### src/rtl/rf_write_arbiter_pkg.sv
// Shared definitions for the register-file write arbiter: address width,
// the hardwired zero register and the arbiter FSM state encoding.
package rf_write_arbiter_pkg;

    localparam int REG_ADDR_W = 5;
    localparam logic [REG_ADDR_W-1:0] ZERO_REG = 5'd0;

    typedef enum logic {
        WB_PRI   = 1'b0,
        MD_FORCE = 1'b1
    } arb_state_e;

endpackage

### src/rtl/rf_write_arbiter.sv
// Arbitrates the single register-file write port between the pipeline
// writeback stage and the multi-cycle mul/div unit, with anti-starvation for mul/div.
module rf_write_arbiter
    import rf_write_arbiter_pkg::*;
#(
    parameter int MD_MAX_WAIT = 4,
    parameter int DATA_W      = 32
) (
    input  logic                  clk,
    input  logic                  rst,

    input  logic                  wb_valid,
    input  logic [REG_ADDR_W-1:0] wb_addr,
    input  logic [DATA_W-1:0]     wb_data,
    output logic                  wb_ready,

    input  logic                  md_valid,
    input  logic [REG_ADDR_W-1:0] md_addr,
    input  logic [DATA_W-1:0]     md_data,
    output logic                  md_ready,

    output logic                  rf_we,
    output logic [REG_ADDR_W-1:0] rf_waddr,
    output logic [DATA_W-1:0]     rf_wdata,

    output logic                  md_forced
);

    // Handshake: a request transfers on a rising edge where valid && ready;
    // the requester holds valid/addr/data stable until then. ready is purely
    // a function of state and the two valids, never of downstream pressure.

    localparam logic [2:0] MAX_CNT = 3'(MD_MAX_WAIT);

    arb_state_e state_q, state_d;
    logic [2:0] wait_q, wait_d;
    logic       wb_fire, md_fire;

    always_ff @(posedge clk) begin
        if (rst) begin
            state_q <= WB_PRI;
            wait_q  <= 3'd0;
        end else begin
            state_q <= state_d;
            wait_q  <= wait_d;
        end
    end

    always_comb begin
        wb_ready = 1'b0;
        md_ready = 1'b0;
        if (!rst) begin
            case (state_q)
                WB_PRI: begin
                    wb_ready = wb_valid;
                    md_ready = md_valid && !wb_valid;
                end
                MD_FORCE: begin
                    md_ready = md_valid;
                    wb_ready = wb_valid && !md_valid;
                end
                default: begin
                    wb_ready = 1'b0;
                    md_ready = 1'b0;
                end
            endcase
        end
    end

    assign wb_fire = wb_valid && wb_ready;
    assign md_fire = md_valid && md_ready;

    // Force is decided from the updated count so the grant lands on the
    // cycle right after the MD_MAX_WAIT-th stalled cycle.
    always_comb begin
        wait_d  = 3'd0;
        state_d = state_q;
        if (md_valid && !md_ready) begin
            wait_d = (wait_q == MAX_CNT) ? wait_q : wait_q + 3'd1;
        end
        case (state_q)
            WB_PRI: begin
                if (wait_d == MAX_CNT) state_d = MD_FORCE;
            end
            MD_FORCE: begin
                if (md_fire || !md_valid) state_d = WB_PRI;
            end
            default: state_d = WB_PRI;
        endcase
    end

    assign md_forced = (state_q == MD_FORCE);

    always_ff @(posedge clk) begin
        if (rst) begin
            rf_we    <= 1'b0;
            rf_waddr <= ZERO_REG;
            rf_wdata <= '0;
        end else if (wb_fire) begin
            rf_we    <= (wb_addr != ZERO_REG);
            rf_waddr <= wb_addr;
            rf_wdata <= wb_data;
        end else if (md_fire) begin
            rf_we    <= (md_addr != ZERO_REG);
            rf_waddr <= md_addr;
            rf_wdata <= md_data;
        end else begin
            rf_we    <= 1'b0;
        end
    end

endmodule

### config.mk
export PLATFORM = sky130hd
export DESIGN_NAME = rf_write_arbiter
export DESIGN_NICKNAME = d
export VERILOG_FILES = /design/src/rtl/rf_write_arbiter_pkg.sv /design/src/rtl/rf_write_arbiter.sv
export SDC_FILE = /design/constraint.sdc
export NUM_CORES = 1
export LEC_CHECK = 0
export ABC_AREA = 1
export CORE_UTILIZATION = 40
export DETAILED_ROUTE_END_ITERATION = 7
export PLACE_DENSITY_LB_ADDON = 0.08
export SLEW_MARGIN = 15
export SYNTH_ARGS = -nofsm -noshare
export SYNTH_HDL_FRONTEND = slang
export SYNTH_SLANG_ARGS = --single-unit
### constraint.sdc
create_clock -name clk -period 1.5 [get_ports clk]
set_input_delay 0.375 -clock clk [delete_from_list [all_inputs] [get_ports clk]]
set_output_delay 0.375 -clock clk [all_outputs]
set_load 0.05 [all_outputs]
==> reports/metrics.csv <==
metric,value,unit
hold_class,in2reg,
finalHoldViolCount,0,
required,1.69,ns
grt_pass1_wl,11400,um
peakVddDrop,0.508,mV
start_kind,input pin,
yosys-top-cells-area,"dfxtp_1 36%, nand2_1 13%, inv_1 13%",
die_w,78.7,um
use_met1,28.1,%
outcome,finished clean,
worstSetupEndpointType,flip-flop,
powerDensity,772,nW/um^2
numCtsBuffers,5,
reg2regPathDepth,8,
worst-setup-path-type,in2reg,
drive_gt1_share,19.3,%
netlist_instances,370,
p_leak,2.13,nW
via_count,2851,
regArea,845,sq um
num-fill-cells,399,
grt_use_met3,5.17,%
pin_count,119,
first_global_vias,2502,
die_y,78.7,um
io_buffers,118,
synth_seq_cells,42,
start_util,42.2,%
synth_top_cell_by_area,dfxtp_1,
grtUsageMet2,40.1,%
place_area,4040,sq um
post_drt_wl_per_cell,14.2,um
clock.fmax,0.688,GHz
overflow,0,
fin_nets,582,
ant_nets,0,
antenna_found_initial,0,
synth_area_per_cell,6.36,sq um
multi_input_area,1050,sq um
syn_area,2350,sq um
utilization,78.9,%
setup_violations,0,
fin_crit_sh,96.9,%
clk_path_buf_depth,2,
drc,0,
syn_nets,450,
rows,27,
synth_top_area_share,35.7,%
grt.total_usage,23.3,%
finalCriticalPeriod,1.45,ns
drv_slew,0,
r2r_setup_slack,0.24,ns
worst-path-max-fanout,5,
dp_hpwl,5060,um
final_area,4400,sq um
die_area,6190,sq um
crit_arrival,1.65,ns
path_clk_slew,0.08,ns
area_growth,86.9,%
viasPerCell,4.96,
whs_path_depth,6,
n_antenna_cell,0,
cap_violations,0,
ctsHoldBuffers,0,
fin_hold_ws,0.503,ns
relSlewSlack,72.4,%
cts_tree,built,
coreArea,5570,sq um
cts.sinks,42,
ys_types,18,
initialDrtViolationCount,123,
clk_latency,0.29,ns
ys_warn_count,0,
dr.pass1.iters,4,
place.gp.congestion,0.839,
r2r_end,rf_wdata[14],
htree_levels,2,
totalWireLength,8170,um
busiest_layer,met2,
tightestPinTransition,0.415,ns
grt_max_degree,38,
worstHoldStart,rst,
r2r_start,md_forced,
cts-root-buf,clkbuf_8,
whs_endpoint,md_forced,
ys_seq_area_share,35.7,%
skew,0.00289,ns
-- where the power goes --
part           total, mW  switching [mW]  internal, mW  leakage (nW)
Clock              0.775           0.404         0.371        0.0472
Combinational       1.34           0.645         0.696          1.73
Sequential          1.28          0.0854          1.20         0.348
Total               3.40            1.13          2.26          2.13
-- kinds of logic after synthesis --
kind of cell	synth area share (%)
AOI/OAI and AO/OA	8.67
DFF	35.7
buffers and inverters	20.5
and+or+nand+nor	33.7
adders and majority gates	1.06
xor gates and xnor gates	0.372
-- sequential cells by signal, summed over array words and instances, names as in the netlist --
name / flops
md_forced: 1
wait_q: 3
rf_we: 1
rf_wdata: 32
rf_waddr: 5
-- worst max path at each step --
stage,end,start,slack [ns],cells after the start
final,rf_wdata[3],rst,0.05,12
after detailed placement,md_ready,rst,-0.30,7
after floorplan,wb_ready,md_forced,0.05,5
after global routing,rf_wdata[19],rst,-0.02,12
after CTS,wb_ready,md_forced,0.02,4
after global placement,md_ready,rst,-0.27,7
-- layer usage --
layer  wire, um  vias to the layer above
li1           -                     1420
met1       3440                     1287
met2       3890                      124
met3        599                       20
met4        236                        0
met5          0                        -
-- cells in the mapped netlist --
cell type,instances
clkbuf_1,5
o21ai_2,1
nor3_1,1
ha_1,2
inv_1,82
xor2_1,1
buf_6,3
nor2_1,9
inv_2,4
nand3_1,40
o21ai_1,2
or2_1,1
dfxtp_1,42
buf_2,14
nand4_1,37
nand2_1,84
a21oi_1,37
buf_4,5
-- timing repair --
action / in CTS / in global routing
gates resized for setup: 7 / 9
cloned: 0 / 7
setup buffers: 6 / 5
pin swaps: 0 / 10
setup endpoints to repair: 2 / 39
-- cells in the final DEF, fill, tap and decap left out --
cell type,n
a21oi_1,37
buf_12,44
buf_2,1
buf_4,22
buf_6,3
clkbuf_16,6
clkbuf_2,1
clkbuf_8,6
clkdlybuf4s15_1,1
clkdlybuf4s50_1,74
clkinv_2,1
clkinv_4,1
clkinvlp_4,1
dfxtp_1,41
dfxtp_4,1
ha_1,2
inv_1,80
inv_2,5
nand2_1,82
nand2_2,2
nand3_1,39
nand3_2,1
nand4_1,37
nor2_1,9
nor3_1,1
o21ai_1,1
o21ai_2,1
o21ai_4,1
or2_1,1
xor2_1,1
-- critical path: stages --
cell	delay [ns]
clkbuf_2	0.09
inv_2	0.06
buf_4	0.13
buf_4	0.12
buf_4	0.12
buf_4	0.13
o21ai_4	0.09
buf_6	0.19
buf_12	0.12
a21oi_1	0.07
nand2_1	0.10
inv_1	0.04
-- final cells by class --
class | instances | share of cell area, %
Clock buffer | 6 | 1.88
Clock inverter | 2 | 0.284
Inverter | 86 | 7.45
Multi-Input combinational cell | 215 | 23.9
Sequential cell | 42 | 19.2
Tap cell | 72 | 2.05
Timing Repair Buffer | 152 | 45.3
-- metrics by stage --
step	setup TNS [ns]	setup slack (ns)	power, mW	instances
after floorplan	0	0.0507	1.87	370
after global placement	-7.80	-0.271	2.53	549
after detailed placement	-8.72	-0.300	2.55	549
after CTS	0	0.0153	3.32	563
after global routing	-0.0177	-0.0177	3.55	575
final	0	0.0463	3.40	575
Power figures use the tool's default switching activity.
